`src/rtl/mips_pipe_pkg.sv`:
```
// Shared types for the MIPS pipeline stage registers.
// The payload struct uses the core's default widths; modules built with other widths declare a matching local struct.
package mips_pipe_pkg;

  // Encoded so that bit 0 = head valid and bit 1 = skid valid
  typedef enum logic [1:0] {
    EMPTY = 2'b00,
    ONE   = 2'b01,
    TWO   = 2'b11
  } stage_state_t;

  localparam int DEF_DATA_W = 32;
  localparam int DEF_RD_W   = 5;

  typedef struct packed {
    logic                  reg_write;
    logic                  mem_to_reg;
    logic                  mem_read;
    logic                  mem_write;
    logic [DEF_RD_W-1:0]   rd;
    logic [DEF_DATA_W-1:0] alu_result;
    logic [DEF_DATA_W-1:0] rt_data;
  } ex_mem_payload_t;

  function automatic int payloadWidth(input int dataW, input int rdW);
    return 4 + rdW + 2 * dataW;
  endfunction

endpackage

```
`src/rtl/pipe_skid_buf.sv`:
```
// Generic two-entry valid/ready storage (head + skid) with a registered input ready.
// Entries leave strictly in order; flush empties the buffer in one cycle.
module pipe_skid_buf
  import mips_pipe_pkg::*;
#(
  parameter int WIDTH = 8
) (
  input  logic             clk,
  input  logic             rst_n,
  input  logic             i_flush,
  input  logic             i_valid,
  input  logic [WIDTH-1:0] i_data,
  output logic             o_ready,
  output logic             o_valid,
  input  logic             i_ready,
  output logic [WIDTH-1:0] o_data,
  output logic             o_skidValid,
  output logic [WIDTH-1:0] o_skidData
);

  stage_state_t     r_state;
  stage_state_t     w_nextState;
  logic             r_ready;
  logic [WIDTH-1:0] r_head;
  logic [WIDTH-1:0] r_skid;
  logic             w_accept;
  logic             w_consume;
  logic             w_loadH;
  logic             w_loadS;
  logic             w_shift;

  assign w_accept  = i_valid & r_ready;
  assign w_consume = r_state[0] & i_ready;

  // Ready is computed from the next state so it never depends combinationally on i_ready
  always_ff @(posedge clk) begin
    if (!rst_n) begin
      r_state <= EMPTY;
      r_ready <= 1'b1;
    end else begin
      r_state <= w_nextState;
      r_ready <= (w_nextState != TWO);
    end
  end

  always_comb begin
    w_nextState = r_state;
    if (i_flush) begin
      w_nextState = EMPTY;
    end else begin
      case (r_state)
        EMPTY: if (w_accept) w_nextState = ONE;
        ONE: begin
          if (w_accept && !w_consume)      w_nextState = TWO;
          else if (!w_accept && w_consume) w_nextState = EMPTY;
        end
        TWO:     if (w_consume) w_nextState = ONE;
        default: w_nextState = EMPTY;
      endcase
    end
  end

  always_comb begin
    w_loadH = 1'b0;
    w_loadS = 1'b0;
    w_shift = 1'b0;
    case (r_state)
      EMPTY: w_loadH = w_accept;
      ONE: begin
        w_loadH = w_accept & w_consume;
        w_loadS = w_accept & ~w_consume;
      end
      TWO:     w_shift = w_consume;
      default: ;
    endcase
  end

  // Payloads carry no reset; validity lives entirely in r_state
  always_ff @(posedge clk) begin
    if (w_shift)      r_head <= r_skid;
    else if (w_loadH) r_head <= i_data;
    if (w_loadS)      r_skid <= i_data;
  end

  assign o_ready     = r_ready;
  assign o_valid     = r_state[0];
  assign o_data      = r_head;
  assign o_skidValid = r_state[1];
  assign o_skidData  = r_skid;

endmodule

```
`src/rtl/ex_mem_stage_reg.sv`:
```
// Elastic EX/MEM stage register: skid-buffered handshake, valid-gated MEM controls,
// forwarding from the youngest in-flight entry and a saturating stall counter.
module ex_mem_stage_reg
  import mips_pipe_pkg::*;
#(
  parameter int DATA_W      = 32,
  parameter int RD_W        = 5,
  parameter int STALL_CNT_W = 16
) (
  input  logic                   clk,
  input  logic                   rst_n,
  input  logic                   flush,
  input  logic                   ex_valid,
  output logic                   ex_ready,
  input  logic                   ex_reg_write,
  input  logic                   ex_mem_to_reg,
  input  logic                   ex_mem_read,
  input  logic                   ex_mem_write,
  input  logic [RD_W-1:0]        ex_rd,
  input  logic [DATA_W-1:0]      ex_alu_result,
  input  logic [DATA_W-1:0]      ex_rt_data,
  output logic                   mem_valid,
  input  logic                   mem_ready,
  output logic                   mem_reg_write,
  output logic                   mem_mem_to_reg,
  output logic                   mem_mem_read,
  output logic                   mem_mem_write,
  output logic [RD_W-1:0]        mem_rd,
  output logic [DATA_W-1:0]      mem_alu_result,
  output logic [DATA_W-1:0]      mem_rt_data,
  output logic                   fwd_reg_write,
  output logic [RD_W-1:0]        fwd_rd,
  output logic [DATA_W-1:0]      fwd_data,
  output logic [STALL_CNT_W-1:0] stall_count
);

  localparam int PAYLOAD_W = payloadWidth(DATA_W, RD_W);

  typedef struct packed {
    logic              reg_write;
    logic              mem_to_reg;
    logic              mem_read;
    logic              mem_write;
    logic [RD_W-1:0]   rd;
    logic [DATA_W-1:0] alu_result;
    logic [DATA_W-1:0] rt_data;
  } payload_t;

  payload_t                   w_inPayload;
  payload_t                   w_head;
  payload_t                   w_skid;
  payload_t                   w_youngest;
  logic                       w_headValid;
  logic                       w_skidValid;
  logic [STALL_CNT_W-1:0]     r_stallCount;

  assign w_inPayload = '{reg_write:  ex_reg_write,
                         mem_to_reg: ex_mem_to_reg,
                         mem_read:   ex_mem_read,
                         mem_write:  ex_mem_write,
                         rd:         ex_rd,
                         alu_result: ex_alu_result,
                         rt_data:    ex_rt_data};

  pipe_skid_buf #(
    .WIDTH(PAYLOAD_W)
  ) u_buf (
    .clk        (clk),
    .rst_n      (rst_n),
    .i_flush    (flush),
    .i_valid    (ex_valid),
    .i_data     (w_inPayload),
    .o_ready    (ex_ready),
    .o_valid    (w_headValid),
    .i_ready    (mem_ready),
    .o_data     (w_head),
    .o_skidValid(w_skidValid),
    .o_skidData (w_skid)
  );

  assign mem_valid      = w_headValid;
  assign mem_reg_write  = w_headValid & w_head.reg_write;
  assign mem_mem_to_reg = w_headValid & w_head.mem_to_reg;
  assign mem_mem_read   = w_headValid & w_head.mem_read;
  assign mem_mem_write  = w_headValid & w_head.mem_write;
  assign mem_rd         = w_head.rd;
  assign mem_alu_result = w_head.alu_result;
  assign mem_rt_data    = w_head.rt_data;

  // The skid entry is always younger than the head; writes to $zero are never forwarded
  assign w_youngest    = w_skidValid ? w_skid : w_head;
  assign fwd_reg_write = w_headValid & w_youngest.reg_write & (w_youngest.rd != '0);
  assign fwd_rd        = w_headValid ? w_youngest.rd : '0;
  assign fwd_data      = w_headValid ? w_youngest.alu_result : '0;

  always_ff @(posedge clk) begin
    if (!rst_n) begin
      r_stallCount <= '0;
    end else if (w_headValid && !mem_ready && (r_stallCount != '1)) begin
      r_stallCount <= r_stallCount + 1'b1;
    end
  end

  assign stall_count = r_stallCount;

endmodule
```
`config.mk`:
```
export PLATFORM = sky130hd
export DESIGN_NAME = ex_mem_stage_reg
export DESIGN_NICKNAME = d
export VERILOG_FILES = /design/src/rtl/mips_pipe_pkg.sv /design/src/rtl/pipe_skid_buf.sv /design/src/rtl/ex_mem_stage_reg.sv
export SDC_FILE = /design/constraint.sdc
export NUM_CORES = 1
export LEC_CHECK = 0
export CAP_MARGIN = 20
export CORE_UTILIZATION = 30
export DETAILED_ROUTE_END_ITERATION = 10
export MAX_ROUTING_LAYER = met4
export PLACE_DENSITY = 0.65
export SLEW_MARGIN = 30
export SYNTH_ARGS = -nofsm -noshare
export SYNTH_HDL_FRONTEND = slang
export SYNTH_SLANG_ARGS = --single-unit
```
`constraint.sdc`:
```
create_clock -name clk -period 5.63 [get_ports clk]
set_input_delay 0.8445 -clock clk [delete_from_list [all_inputs] [get_ports clk]]
set_output_delay 0.8445 -clock clk [all_outputs]
set_load 0.1 [all_outputs]
```
# After elaboration in Yosys (flattened, before gate mapping)
# Index checks and enable logic that the tools add are counted.
# word_totals
in_bits	78
regBits	165
wordCells	45
out_inout_bits	129
# classes
add_sub_neg	1
n_reduce_logical	10
bitwise_logic	11
n_eq_ne	4
muxes	14
# ops
cell	n
73-bit two-way mux	3
32-bit two-way mux	1
16-bit by 1-bit adder with 16-bit output, second input constant	1
16-bit != test, second input constant	1
1-bit AND	10
2-bit two-way mux	5
2-bit one-hot mux with 3 select lines	1
5-bit two-way mux	1
5-bit nonzero test	1
1-bit logical AND	4
1-bit zero test	3
2-bit by 1-bit == test with 1-bit output, second input constant	1
2-bit == test, second input constant	1
2-bit zero test	1
1-bit two-way mux	2
2-bit != test, second input constant	1
1-bit one-hot mux with 2 select lines	1
2-bit nonzero test	1
1-bit inverter	1

# Depth between registers and ports, before layout
# Gate-level depths: netlist (run 1).
# logic_depth
ltp_word	8
ltp_mapped	5
ltp_nobuf	5

# Hierarchy
# Synthesis (run 1) repeated with hierarchy kept, for this count alone.
# hier_totals
hier_cells	436
area_unflattened_um2	7049.3
# modules_own_cells
module	cells_per_inst	n_inst	area_per_inst_um2
pipe_skid_buf	242	1	5465.2
ex_mem_stage_reg	194	1	1584.0

# Least setup slack after synthesis (run 1)
# No wires, ideal clock.
# synth_path
path_kind	flip-flop to flip-flop
start	register u_buf.r_state[0]
end	register u_buf.r_head[0] (netlist: u_buf.o_data[0]) (enable)
required_ns	5.102
t_arrival_ns	5.050
n_path_buf	2
path_stages_with_launch	5
setup_slack_ns	0.052
period_less_slack_ns	5.578
path_cell_list	dfxtp_1 buf_4 clkbuf_1 nand2_1 a21oi_1
# synth_via
elab_chain_cells	4
# synth_lines
item	line	rtl
start: declaration	pipe_skid_buf.sv:21	stage_state_t r_state;
start signal: assignment	pipe_skid_buf.sv:41	r_state <= w_nextState;
1-bit AND	pipe_skid_buf.sv:33	assign w_consume = r_state[0] & i_ready;
1-bit AND	pipe_skid_buf.sv:70	w_loadH = w_accept & w_consume;
1-bit one-hot mux with 2 select lines	pipe_skid_buf.sv:67	case (r_state)
2-bit nonzero test (no line) (*)	n/a	
end signal: assignment	pipe_skid_buf.sv:80	if (w_shift) r_head <= r_skid;
end signal: assignment	pipe_skid_buf.sv:81	else if (w_loadH) r_head <= i_data;
end: declaration	pipe_skid_buf.sv:24	logic [WIDTH-1:0] r_head;
# Mark *: on every way between the ends. The rest lies on a longest branch, timed or not.
# A chain may end at the register's enable or synchronous reset.

# Worst setup path in the final report (run 1)
# layout_path
start	register u_buf.r_state[1]
end	output port fwd_data[11]
# layout_via
elab_chain_cells	2
# layout_lines
item	line	rtl
73-bit two-way mux	ex_mem_stage_reg.sv:91	assign w_youngest = w_skidValid ? w_skid : w_head;
32-bit two-way mux	ex_mem_stage_reg.sv:94	assign fwd_data = w_headValid ? w_youngest.alu_result : '0;
end: declaration	ex_mem_stage_reg.sv:33	output logic [DATA_W-1:0] fwd_data,
# No other way between the ends.

==> results of run 1 <==
## through the flow
| stage | hold slack, ns | cells |
|---|---|---|
| floorplan | 0.525 | 500 |
| global route | 0.545 | 978 |
| CTS | 0.523 | 978 |
| detailed placement | 0.508 | 946 |
| finish | 0.522 | 978 |
| global placement | 0.499 | 946 |
## where the power goes
group | switching, W | leakage (nW) | total [W] | internal (W)
Combinational | 0.000359 | 1.43 | 0.000499 | 0.000141
Sequential | 0.0000190 | 1.52 | 0.00140 | 0.00138
Clock | 0.000517 | 0.266 | 0.00109 | 0.000576
## worst min-delay path by stage
stage                               from                to  depth (start not counted)
finish                   stall_count[15]   stall_count[15]                          2
global route             stall_count[11]   stall_count[11]                          2
CTS                      stall_count[15]   stall_count[15]                          2
detailed placement       stall_count[11]   stall_count[11]                          2
global placement         stall_count[15]   stall_count[15]                          2
floorplan           u_buf.o_skidData[10]  u_buf.o_data[10]                          1
## layer usage
metal / vias up / GRT usage, %
met1: 2191 / 17.1
met3: 12 / 4.56
li1: 2084 / -
met2: 143 / 20.6
met4: 0 / 4.28
met5: - / -
## worst max-delay path, stage by stage, from the launching register on
cell,delay [ns]
dfxtp_2,0.82
buf_4,0.45
mux2i_1,0.13
nor2b_1,0.13
clkdlybuf4s50_1,1.14
## cell families (layout without fill, tap and decap cells)
kind of cell	Yosys count	in the layout	share of synthesized area (%)
and+or+nand+nor	95	95	7.83
DFF	165	165	64.1
muxes	112	112	16.3
buffers and inverters	94	248	8.47
AOI/OAI and AO/OA	32	32	2.96
xor gates and xnor gates	1	1	0.118
adders and majority gates	1	1	0.168
## layout make-up
type / count / area (µm²)
clock buffers: 17 / 425
clock inverters: 15 / 123
fillers: 2272 / 14400
inverters: 5 / 18.8
multi-input cells: 241 / 2070
flip-flops and latches: 165 / 4770
well taps: 324 / 405
repair buffers: 211 / 2090
## flip-flops by register name (all words and copies together), names as in the netlist
register and cells:
u_buf.o_data 73, u_buf.o_ready 1, u_buf.r_state 2, stall_count 16, u_buf.o_skidData 73
## synthesized netlist by cell type (2+ instances only)
master    count  area share (%)
nor2b_1      37             3.1
buf_4        70             7.1
mux2i_1      39             5.3
clkbuf_1      7            0.35
a21oi_1      10            0.67
nor3_1        4            0.27
nor4_1        3            0.25
mux2_2       73              11
nor4_2        2            0.34
and2_1        5            0.42
buf_2        11            0.74
o21ai_0       7            0.47
inv_1         4            0.20
o211ai_1      2            0.20
o31ai_1       4            0.40
nor2_1        5            0.25
nand2_1       9            0.45
or4_1         6            0.61
nand3_1       7            0.47
a31oi_1       2            0.17
dfxtp_1      19             5.1
and3_1        3            0.25
or3_1         2            0.17
edfxtp_1    146              59
nand2b_1      4            0.34
nand4_1       3            0.25
==> results.md, run 1 <==
* Status: finished, final reports clean
* Wirelength per Cell at approximately 17 µm
* Ys Warns at 0
* Post-route cell area at around 9900 µm²
* Fmax at 0.254 GHz
* Fin Clk Skew at 0.00910 ns
* Iter 0 DRT Violations at 228
* Post-synthesis cell area at 7430 µm²
* Max Root-Sink Buffers at 2
* Drt total wl at 16500 µm
* ANT cells at 0
* Critical Path End: fwd_data[11]
* Metal2 WL at 7610 µm
* FFs w/ async S/R, synth at 0%
* Setup crit start: u_buf.r_state[1]
* Setup TNS at 0 ns
* Initial Utilization at 30.5%
* First-pass detailed-route iteration total at 4
* Top Metal Used: met4
* Met3 routed WL at between 1000 and 1500 µm
* HPWL after DPL at 11100 µm
* Vias in the first global route at 4412
* Flop2flop setup slack at 2.68 ns
* # setup viols final at 0
* Mapped Cells at 500
* Arrival @ worst endpoint at 3.09 ns
* I/O Pins at 207
* ANT nets after route at 0
* Reg clk slew, reported paths at 0.07 ns
* Synthesis-to-layout area growth at 33.2%
* Largest net degree at the start of global routing at 53
* Overall Power at 0.00299 W
* Core region area at 24300 µm²
* Clk sinks at between 150 and 200
* CP endpoint kind: output port
* Worst skew pair latency at 0.42 ns
* Post-Place Setup Slack at 2.09 ns
* Num rows at 57
* Routed via count at 4430
* Leading cell type in the layout, fill and taps excluded: clkdlybuf4s50_1
* Share of the yosys chip area belonging to registers at between 60% and 70%
* Required time at the worst-slack endpoint at 4.79 ns
* Pwr/cell area at approximately 300 nW/µm²
* Vias per cell at between 4 and 5
* Most frequent cells in the layout: clkdlybuf4s50_1, edfxtp_1, mux2_2
* Routability cong. at 0.769
* Kind of critical path: reg2out
* Tmin final at 3.93 ns
* Final Cycle Share at 69.8%
* # resized after CTS at 0
* Die outline area at 25400 µm²
* Final slew viol count at 0
* Max-cap check violation count at 0
* Post-synth EDFFs at 146
* Avg Synthesized Cell Area at 14.9 µm²
* Critical R2R Launch: u_buf.r_state[0]
* Setup Fix Bufs, Post-CTS at 0
* Synth cell types at 42
* Reg2reg end: u_buf.o_data[53]
* Level count of the clock H-tree at 4
* Post-Route Utilization at roughly two fifths
* Global-route wire length before repair at between 20000 and 30000 µm
* Crit path launch type: flop
* Share of cells above drive strength 1 at a little under 20%
* Final WS setup at 1.70 ns
* Gr usage total at 13.6%
* Mapped Nets at 579
* LEAKAGE at 3.22 nW
* Post-Route M1 WL at 7530 µm
* Top FF cell, synth: edfxtp_1
* HP Class: reg2reg
* Remaining global-route overflow at 0
* Initial antenna violation count at 0
* Die height at 159 µm
* Reg2Reg Depth at 4
* IO buf count at between 200 and 250
* Worst-Margin Slew at 1.03 ns
* Max VDD drop at around 0.18 mV
* CTS tree: done
* Slew margin rel. at 30.9%
* Drc violations at 0
* Worst-path maximum fanout at 25
* Area after DPL at approximately 9400 µm²
* # hold bufs at CTS at 0
* Num CTS Buffers at 17
* Die Span X at 159 µm
* RSZ-0062 raised after global routing: false
* #FFs+latches synth at 165
* Fin nets at between 700 and 800
* Hold Vio Cnt, Final at 0
* CTS root buffer: clkbuf_16
Note: power is estimated with default switching activity, not from simulation.
==> inputs of run 2 (changes only) <==
PLACE_DENSITY = 0.67   (was 0.65)
clock period = 3.2 ns   (was 5.63 ns; I/O delays follow)
==> run 2 against run 1 <==
Against the previous run: first-iteration DRC count shrank 22%; clock skew grew 0.0012 ns; clock-buffer cell count is the same; cell count grew 0.10%; total power grew 78%; worst hold slack lost 0.0028 ns; critical endpoint is now fwd_reg_write; highest routed layer unchanged.
==> results.md, run 2 (same netlist as run 1, synthesis figures left out) <==
* Status: finished, final reports clean
* Routability cong. at 0.841 (+9.4%)
* Leading cell type in the layout, fill and taps excluded: edfxtp_1
* HPWL after DPL at 11000 µm (-0.69%)
* Worst skew pair latency at 0.42 ns (about the same)
* RSZ-0062 raised after global routing: false
* Kind of critical path: reg2out
* # resized after CTS at 0 (unchanged)
* Worst-path maximum fanout at 24 (-4.0%)
* Fin Clk Skew at 0.0103 ns (+0.00122 ns)
* Routed via count at 4454 (+0.54%)
* Gr usage total at 13.5% (-0.072 points)
* Largest net degree at the start of global routing at 74 (+40%)
* Die outline area at 25400 µm² (unchanged)
* CP endpoint kind: output port
* Global-route wire length before repair at 25500 µm (+0.19%)
* Most frequent cells in the layout: edfxtp_1, clkdlybuf4s50_1, buf_4
* Vias per cell at 4.55 (+0.44%)
* Max-cap check violation count at 0 (unchanged)
* # hold bufs at CTS at 0 (unchanged)
* Clk sinks at 165 (unchanged)
* Setup Fix Bufs, Post-CTS at 0 (unchanged)
* Cells after DPL at 947 (+0.11%)
* Worst hold endpoint: stall_count[11]
* # setup viols final at 0 (unchanged)
* Setup TNS at 0 ns (unchanged)
* Iter 0 DRT Violations at 177 (-22%)
* Remaining global-route overflow at 0 (unchanged)
* Required time at the worst-slack endpoint at 2.72 ns (-2.07 ns)
* Vias in the first global route at 4356 (-1.3%)
* Overall Power at 0.00531 W (+78%)
* Reg clk slew, reported paths at 0.06 ns (about the same)
* Fin nets at 721 (+0.14%)
* Top Metal Used: met4
* Hold Vio Cnt, Final at 0 (unchanged)
* Metal2 WL at 7230 µm (-5.0%)
* Max Root-Sink Buffers at 2 (unchanged)
* Pwr/cell area at 544 nW/µm² (+80%)
* Fmax at between 0.3 and 0.4 GHz
* Share of cells above drive strength 1 at 31.0% (+12 points)
* LEAKAGE at 3.38 nW (+4.9%)
* Max VDD drop at 0.285 mV (+58%)
* Final Instance Count excl. Fillers at 979 (+0.10%)
* Slew margin rel. at 33.5% (+2.6 points)
* Post-Route M1 WL at 7740 µm (+2.8%)
* Drt total wl at 16500 µm (+0.11%)
* IO buf count at 206 (unchanged)
* Hold Crit Start: stall_count[11]
* CTS root buffer: clkbuf_16
* Drc violations at 0 (unchanged)
* Arrival @ worst endpoint at 2.47 ns (-0.62 ns)
* Met3 routed WL at 1330 µm (+16%)
* Hold-critical path depth at 2 (unchanged)
* Reg2Reg Depth at 3 (-1)
* Worst-Margin Slew at 0.995 ns (-0.0387 ns)
* Initial Utilization at 30.5% (unchanged)
* I/O Pins at 207 (unchanged)
* Reg2reg end: u_buf.o_data[54]
* Crit path launch type: flop
* HP Class: reg2reg
* Num rows at 57 (unchanged)
* Final Cycle Share at ~92%
* Level count of the clock H-tree at 4 (unchanged)
* Wirelength per Cell at 16.9 µm (about the same)
* Initial antenna violation count at 0 (unchanged)
* Die Span X at 159 µm (unchanged)
* Synthesis-to-layout area growth at 31.3%
* ANT nets after route at 0 (unchanged)
* Tmin final at just under 3 ns
* ANT cells at 0 (unchanged)
* Final hold slack at 0.519 ns (-0.00280 ns)
* Core region area at 24300 µm² (unchanged)
* Final slew viol count at 0 (unchanged)
* First-pass detailed-route iteration total at 4 (unchanged)
* Flop2flop setup slack at 0.84 ns (-1.84 ns)
* Critical R2R Launch: u_buf.r_state[1]
* Die height at 159 µm (unchanged)
* CTS tree: done
* Num CTS Buffers at 17 (unchanged)
-- run 2: cell types whose count changed in the layout (fill, tap and decap cells not counted), moves of 3 or more --
cell / previous run / this run
clkdlybuf4s50_1: 200 / 121
buf_4: 3 / 88
clkinv_4: 5 / 2
clkinv_1: 1 / 5
buf_2: 6 / 0
-- run 2: critical path, cell delays in order (launching register included) --
cell,delay (ns)
dfxtp_2,0.81
buf_4,0.48
o211ai_1,0.15
o21ai_0,0.13
and2_1,0.18
buf_4,0.29
-- run 2: worst max path at each step --
stage / from / cells after the start / to / slack, ns
2_1_floorplan: u_buf.o_ready / 2 / u_buf.o_data[0] / 0.11
3_3_place_gp: u_buf.r_state[1] / 5 / fwd_reg_write / 0.69
3_5_place_dp: u_buf.r_state[1] / 5 / fwd_reg_write / 0.68
4_1_cts: u_buf.r_state[1] / 5 / fwd_reg_write / 0.20
5_1_grt: u_buf.r_state[1] / 5 / fwd_reg_write / 0.07
6_report: u_buf.r_state[1] / 5 / fwd_reg_write / 0.25
-- run 2: report_power, final --
part	leakage [nW]	total (W)	internal, W	switching (W)
clock network	0.275	0.00197	0.00114	0.000836
registers	1.52	0.00246	0.00243	0.0000340
logic	1.58	0.000875	0.000239	0.000635
-- run 2: metrics by stage --
step | setup slack (ns) | utilization [%] | instance area [µm²]
2_1_floorplan | 0.112 | - | 7450
3_3_place_gp | 0.690 | 37.8 | 9190
3_5_place_dp | 0.677 | 37.8 | 9190
4_1_cts | 0.200 | 40.1 | 9750
5_1_grt | 0.0742 | 40.1 | 9750
6_report | 0.248 | 40.1 | 9750
-- run 2: cell type report --
type,instances,area (µm²)
clock inverters,15,136
clock buffers,17,425
inverters,5,18.8
fillers,2286,14600
well taps,324,405
multi-input cells,241,2070
repair buffers,212,1930
flip-flops and latches,165,4770
-- run 2: routing by layer --
layer  vias up  global-route usage, %
li1       2082                      -
met4         0                   4.28
met2       169                   19.0
met3        15                   5.18
met1      2188                   17.8
met5         -                      -
==> inputs of run 3 (changes only) <==
ABC_CLOCK_PERIOD_IN_PS = 3200   (was not set)
==> results of run 3 <==
Final layout, timing and power as in run 2 (identical DEF).
